### config.mk
export PLATFORM = sky130hd
export DESIGN_NAME = peripheral_bfm_master_axi4_lite
export DESIGN_NICKNAME = d
export VERILOG_FILES = /design/src/rtl/peripheral_bfm_master_axi4_lite.sv
export SDC_FILE = /design/constraint.sdc
export NUM_CORES = 1
export LEC_CHECK = 0
export BUFFER_PORTS_ARGS = -buffer_cell sky130_fd_sc_hd__buf_4
export CORE_UTILIZATION = 48
export CTS_CLUSTER_DIAMETER = 200
export CTS_CLUSTER_SIZE = 20
export DETAILED_ROUTE_END_ITERATION = 16
export GPL_TIMING_DRIVEN = 1
export PLACE_DENSITY = 0.77
export SETUP_SLACK_MARGIN = 0.2
export SYNTH_ARGS = -nofsm -noshare
export SYNTH_HDL_FRONTEND = slang
export SYNTH_SLANG_ARGS = --single-unit
### constraint.sdc
create_clock -name aclk -period 2.5 [get_ports aclk]
set_input_delay 0.375 -clock aclk [delete_from_list [all_inputs] [get_ports aclk]]
set_output_delay 0.375 -clock aclk [all_outputs]
set_load 0.05 [all_outputs]
### src/rtl/peripheral_bfm_master_axi4_lite.sv
// AXI4-Lite bus-functional master: issues one read or write per command, checks masked
// read data, enforces a per-handshake timeout and keeps a sticky test_fail flag.
module peripheral_bfm_master_axi4_lite #(
   parameter int unsigned ADDR_WIDTH     = 32,
   parameter int unsigned DATA_WIDTH     = 32,
   parameter int unsigned TIMEOUT_CYCLES = 256,
   localparam int unsigned STRB_WIDTH    = DATA_WIDTH / 8
) (
   input  logic                  aclk,
   input  logic                  areset,
   // command / response
   input  logic                  cmd_valid,
   output logic                  cmd_ready,
   input  logic                  cmd_write,
   input  logic [ADDR_WIDTH-1:0] cmd_addr,
   input  logic [DATA_WIDTH-1:0] cmd_wdata,
   input  logic [STRB_WIDTH-1:0] cmd_wstrb,
   input  logic [DATA_WIDTH-1:0] cmd_mask,
   input  logic [DATA_WIDTH-1:0] cmd_expected,
   output logic                  rsp_valid,
   output logic [DATA_WIDTH-1:0] rsp_rdata,
   output logic [1:0]            rsp_resp,
   output logic                  rsp_mismatch,
   output logic                  rsp_timeout,
   output logic                  test_fail,
   // AXI4-Lite master
   output logic [ADDR_WIDTH-1:0] awaddr,
   output logic                  awvalid,
   input  logic                  awready,
   output logic [DATA_WIDTH-1:0] wdata,
   output logic [STRB_WIDTH-1:0] wstrb,
   output logic                  wvalid,
   input  logic                  wready,
   input  logic [1:0]            bresp,
   input  logic                  bvalid,
   output logic                  bready,
   output logic [ADDR_WIDTH-1:0] araddr,
   output logic                  arvalid,
   input  logic                  arready,
   input  logic [DATA_WIDTH-1:0] rdata,
   input  logic [1:0]            rresp,
   input  logic                  rvalid,
   output logic                  rready
);

   localparam int unsigned CntW = $clog2(TIMEOUT_CYCLES + 1);
   localparam logic [CntW-1:0] LastCnt = CntW'(TIMEOUT_CYCLES - 1);

   typedef enum logic [2:0] {
      StIdle,
      StWrReq,
      StWrResp,
      StRdReq,
      StRdData,
      StDone
   } state_e;

   state_e                state_q, state_d;
   logic [ADDR_WIDTH-1:0] addr_q;
   logic [DATA_WIDTH-1:0] wdata_q;
   logic [STRB_WIDTH-1:0] wstrb_q;
   logic [DATA_WIDTH-1:0] mask_q;
   logic [DATA_WIDTH-1:0] expected_q;
   logic                  aw_pend_q, aw_pend_d;
   logic                  w_pend_q, w_pend_d;
   logic [CntW-1:0]       wait_cnt_q;
   logic [DATA_WIDTH-1:0] rdata_q, rdata_d;
   logic [1:0]            resp_q, resp_d;
   logic                  mismatch_q, mismatch_d;
   logic                  timeout_q, timeout_d;
   logic                  test_fail_q, test_fail_d;
   logic                  accept;
   logic                  in_wait;

   assign in_wait = (state_q == StWrReq) || (state_q == StWrResp) ||
                    (state_q == StRdReq) || (state_q == StRdData);

   always_comb begin
      state_d    = state_q;
      aw_pend_d  = aw_pend_q;
      w_pend_d   = w_pend_q;
      rdata_d    = rdata_q;
      resp_d     = resp_q;
      mismatch_d = mismatch_q;
      timeout_d  = timeout_q;
      accept     = 1'b0;

      unique case (state_q)
         StIdle: begin
            if (cmd_valid) begin
               accept     = 1'b1;
               state_d    = cmd_write ? StWrReq : StRdReq;
               aw_pend_d  = cmd_write;
               w_pend_d   = cmd_write;
               rdata_d    = '0;
               resp_d     = 2'b00;
               mismatch_d = 1'b0;
               timeout_d  = 1'b0;
            end
         end
         StWrReq: begin
            // AW and W retire independently; leave once neither is pending
            if (aw_pend_q && awready) aw_pend_d = 1'b0;
            if (w_pend_q && wready)   w_pend_d  = 1'b0;
            if (!aw_pend_d && !w_pend_d) state_d = StWrResp;
         end
         StWrResp: begin
            if (bvalid) begin
               resp_d  = bresp;
               state_d = StDone;
            end
         end
         StRdReq: begin
            if (arready) state_d = StRdData;
         end
         StRdData: begin
            if (rvalid) begin
               rdata_d    = rdata;
               resp_d     = rresp;
               mismatch_d = |((rdata ^ expected_q) & mask_q);
               state_d    = StDone;
            end
         end
         StDone: begin
            state_d = StIdle;
         end
         default: begin
            state_d = StIdle;
         end
      endcase

      // A handshake completing on the last allowed cycle wins over the timeout
      if (in_wait && (wait_cnt_q == LastCnt) && (state_d == state_q)) begin
         aw_pend_d  = 1'b0;
         w_pend_d   = 1'b0;
         rdata_d    = '0;
         resp_d     = 2'b10;
         mismatch_d = 1'b0;
         timeout_d  = 1'b1;
         state_d    = StDone;
      end

      test_fail_d = test_fail_q;
      if ((state_d == StDone) && (state_q != StDone) &&
          (mismatch_d || timeout_d || (resp_d != 2'b00))) begin
         test_fail_d = 1'b1;
      end
   end

   always_ff @(posedge aclk) begin
      if (areset) begin
         state_q     <= StIdle;
         addr_q      <= '0;
         wdata_q     <= '0;
         wstrb_q     <= '0;
         mask_q      <= '0;
         expected_q  <= '0;
         aw_pend_q   <= 1'b0;
         w_pend_q    <= 1'b0;
         wait_cnt_q  <= '0;
         rdata_q     <= '0;
         resp_q      <= 2'b00;
         mismatch_q  <= 1'b0;
         timeout_q   <= 1'b0;
         test_fail_q <= 1'b0;
      end else begin
         state_q     <= state_d;
         aw_pend_q   <= aw_pend_d;
         w_pend_q    <= w_pend_d;
         rdata_q     <= rdata_d;
         resp_q      <= resp_d;
         mismatch_q  <= mismatch_d;
         timeout_q   <= timeout_d;
         test_fail_q <= test_fail_d;
         if (accept) begin
            addr_q     <= cmd_addr;
            wdata_q    <= cmd_wdata;
            wstrb_q    <= cmd_wstrb;
            mask_q     <= cmd_mask;
            expected_q <= cmd_expected;
         end
         if (state_d != state_q) begin
            wait_cnt_q <= '0;
         end else if (in_wait) begin
            wait_cnt_q <= wait_cnt_q + 1'b1;
         end
      end
   end

   // cmd_ready is gated so every output reads 0 while reset is held
   assign cmd_ready    = (state_q == StIdle) && !areset;
   assign awaddr       = addr_q;
   assign awvalid      = aw_pend_q;
   assign wdata        = wdata_q;
   assign wstrb        = wstrb_q;
   assign wvalid       = w_pend_q;
   assign bready       = (state_q == StWrResp);
   assign araddr       = addr_q;
   assign arvalid      = (state_q == StRdReq);
   assign rready       = (state_q == StRdData);
   assign rsp_valid    = (state_q == StDone);
   assign rsp_rdata    = rdata_q;
   assign rsp_resp     = resp_q;
   assign rsp_mismatch = mismatch_q;
   assign rsp_timeout  = timeout_q;
   assign test_fail    = test_fail_q;

endmodule

==> results_dict.tcl <==
set metrics [dict create \
    p_leak_uw 0.00453 \
    post-route-util_pct 70.1 \
    effective_utilization_at_floorplan_pct 49.9 \
    drive_above_1_share_pct 31.0 \
    yosys_warnings 0 \
    setup-tns-final_ns 0 \
    switching_fraction_pct 34.3 \
    rsz_0062_raised_after_global_routing "no" \
    hold_violations 0 \
    initial_antenna_violation_count 1 \
    period_needed_ns 2.15 \
    clock-skew-final_ns 0.00483 \
    worstMarginPinSlew_ns 0.651 \
    final_area_um2 10300 \
    clock-sinks 183 \
    placeableCoreArea_um2 14800 \
    synthesis.area_um2 7360 \
    wire_length_of_the_first_global_routing_pass_um 35500 \
    power_per_cell_area_nw_per_um2 847 \
    grt_total_ovfl 0 \
    post_layout_worst_setup_margin_ns 0.351 \
    post-synth-top-area-cell "sky130_fd_sc_hd__dfxtp_1" \
    share_clk_of_total_power_pct 32.6 \
    top_reg_cell_synth "sky130_fd_sc_hd__dfxtp_1" \
    dp_hpwl_um 16300 \
    ctsHtreeMaxLevel 4 \
    routed_wirelength_um 23000 \
    ys_seq_area_share_pct 49.8 \
    grt_max_degree 134 \
    worst_setup_hold_path_clk_slew_ns 0.07 \
    gp_routability_congestion 0.839 \
    netSwitchingPower_uw 3000 \
    share_comb_of_total_power_pct 28.8 \
    r2r-start "expected_q[18]" \
    critical_path.startpoint "expected_q[18]" \
    ctsLongestPathBuffers 2 \
    detail_route.vias_per_cell 5.25 \
    holdCritPathClass "input port to register" \
    die-height_um 126 \
    fp.dieArea_um2 15800 \
    postSynthCellCount 936 \
    intPower_uw 5750 \
    ys_types 45 \
    num_rows 44 \
    top_level_ports 321 \
    numPortBuffers 320 \
    synth_top_cells_by_area "sky130_fd_sc_hd__dfxtp_1 (50%), sky130_fd_sc_hd__nand2_1 (16%), sky130_fd_sc_hd__a21oi_1 (12%)" \
    clock_tree_from_tritoncts "yes" \
    synth.ff_latch_count 183 \
    syn_to_final_growth_pct 40.4 \
    cts_inserted_buffers 17 \
    cts-hold-fix-buffers 0 \
    worst_setup_path_start_kind "register" \
    antenna_violating_nets_post_route 0 \
    vdd.ir_drop.worst_v 0.000587 \
    cp-end-kind "register" \
    report.final.slew_viol_count 0 \
    netlist.area_leader.share_pct 49.8 \
    sequence_of_cells_on_the_critical_path "xor2_1, a22oi_1, nand4_1, or4_1, a32o_1, o31a_1" \
    synth_async_sr_flop_share_pct 0 \
    chipWidth_um 126 \
    final_nets 1375 \
    first_iter_violations 451 \
    sequentialPowerShare_pct 38.6 \
    cts.root.buffer_cell "sky130_fd_sc_hd__clkbuf_16" \
    setup_viol_count_final 0 \
    slowest_stage "sky130_fd_sc_hd__or4_1" \
    avgRoutedWirePerCell_um 16.5 \
    hold_start "cmd_wdata[28]" \
    drv.max_cap_violation_count 0 \
    postCtsSetupBuffers 0 \
    grt.total_usage_pct 28.7 \
    timing.critical_path.slowest_cell_delay_ns 0.57 \
    maxSlewHeadroom_pct 56.6 \
    number_of_enable_flip_flop_cells_after_synthesis 0 \
    run_status "completed" \
    critical_path_peak_fanout 2 \
    final.period_utilization_pct 85.9 \
    clk_latency_ns 0.43 \
    cp_data_required_time_ns 2.82 \
    layout.filler_cells 1264 \
    max_freq_mhz 465 \
    syn_area_per_cell_um2 7.87 \
    timing.critical_path.arrival_ns 2.47 \
    num_vias 7312 \
    dpl_cell_area_um2 9700 \
    timing_worst_setup_path_type "register to register" \
    synth_nets 1115 \
    drt_pre_antenna_iters 6 \
    grt_pass1_vias 6866 \
    route.detailed.drc 0 \
    dp_worst_setup_slack_ns 0.193 \
]
final cells by class:
class / instances / area (um2) / share of cell area, %
antenna: 1 / 2.50 / 0.0242
clock buffer: 20 / 457 / 4.42
clock inverter: 12 / 174 / 1.68
inverter: 5 / 18.8 / 0.182
multi-input combinational: 655 / 3220 / 31.2
sequential: 183 / 3670 / 35.5
tap: 184 / 230 / 2.23
timing repair buffer: 334 / 2570 / 24.9
worst paths after layout:
kind,to,slack [ns],cells after the start
setup / recovery,test_fail,0.35,6
setup reg to reg,test_fail,0.35,6
hold / removal,wdata[28],0.19,3
hold reg to reg,rsp_rdata[20],0.45,2
critical path: cells and delay by family, from the launching register on:
kind / cells / cell delay (ns)
AOI/OAI and AO/OA: 3 / 0.85
and+or+nand+nor: 2 / 0.72
DFF: 1 / 0.32
xor gates and xnor gates: 1 / 0.16
cell families after synthesis:
logic type | share of synthesized area, %
AO/OA/AOI/OAI | 15.6
XOR/XNOR | 4.86
adder cells (fa/ha/maj) | 0.340
buffers and inverters | 6.95
flip-flops | 49.8
multiplexers | 0.136
AND/OR/NAND/NOR | 22.4
stage by stage:
step / power [uW] / hold WS [ns] / cells
2_1_floorplan: 5120 / 0.436 / 936
3_3_place_gp: 5930 / 0.439 / 1361
3_5_place_dp: 5960 / 0.445 / 1361
4_1_cts: 8800 / 0.177 / 1393
5_1_grt: 9110 / 0.181 / 1394
6_report: 8760 / 0.188 / 1394
sequential cells by signal, summed over array words and instances, names as in the netlist, 2 cells and up:
register    count
wait_cnt_q      9
rsp_rdata      32
wdata          32
rsp_resp        2
araddr         32
wstrb           4
mask_q         32
expected_q     32
state_q         3
cell usage after synthesis (all sizes together), types with 2 or more instances:
cell    instances
a31oi           3
or2             2
buf            52
nor2b           6
o21ai           6
nor3            3
a32oi           2
dfxtp         183
xor2           36
xnor2           4
a22oi          16
nand4           6
a21oi         172
ha              2
nand3          40
nand2b          8
nor2           20
nand2         309
and2            2
inv             5
clkbuf         41
and3            2
what timing repair did:
| action | CTS | global route |
|---|---|---|
| setup endpoints to repair | 0 | 35 |
| hold endpoints to repair | 0 | 0 |
| gates resized for setup | 0 | 2 |
placed cells by master, fill, tap and decap left out, types with 4 or more instances in the layout:
cell type and instances:
sky130_fd_sc_hd__buf_4 329, sky130_fd_sc_hd__nand2_1 308, sky130_fd_sc_hd__dfxtp_1 181, sky130_fd_sc_hd__a21oi_1 172
sky130_fd_sc_hd__nand3_1 40, sky130_fd_sc_hd__xor2_1 36, sky130_fd_sc_hd__nor2_1 20, sky130_fd_sc_hd__clkbuf_16 17
sky130_fd_sc_hd__a22oi_1 16, sky130_fd_sc_hd__nand2b_1 7, sky130_fd_sc_hd__nor2b_1 6, sky130_fd_sc_hd__nand4_1 6
sky130_fd_sc_hd__o21ai_0 5, sky130_fd_sc_hd__buf_12 5, sky130_fd_sc_hd__inv_1 4, sky130_fd_sc_hd__clkinv_2 4
sky130_fd_sc_hd__bufinv_16 4
routing by layer:
layer	vias to the layer above	wire, um	GRT usage, %
met2	292	11400	49.4
met4	0	711	11.2
met1	3396	9230	34.4
met5	-	0	0
li1	3579	-	-
met3	45	1660	7.05
power by group through the flow:
stage	Sequential, uW	Combinational (uW)	Clock (uW)
final	3380	2520	2850
after global routing	3420	2680	3010
after CTS	3380	2520	2890
after detailed placement	3440	2510	0
after global placement	3430	2490	0
after floorplan	3870	1250	0
Power figures use the tool's default switching activity.
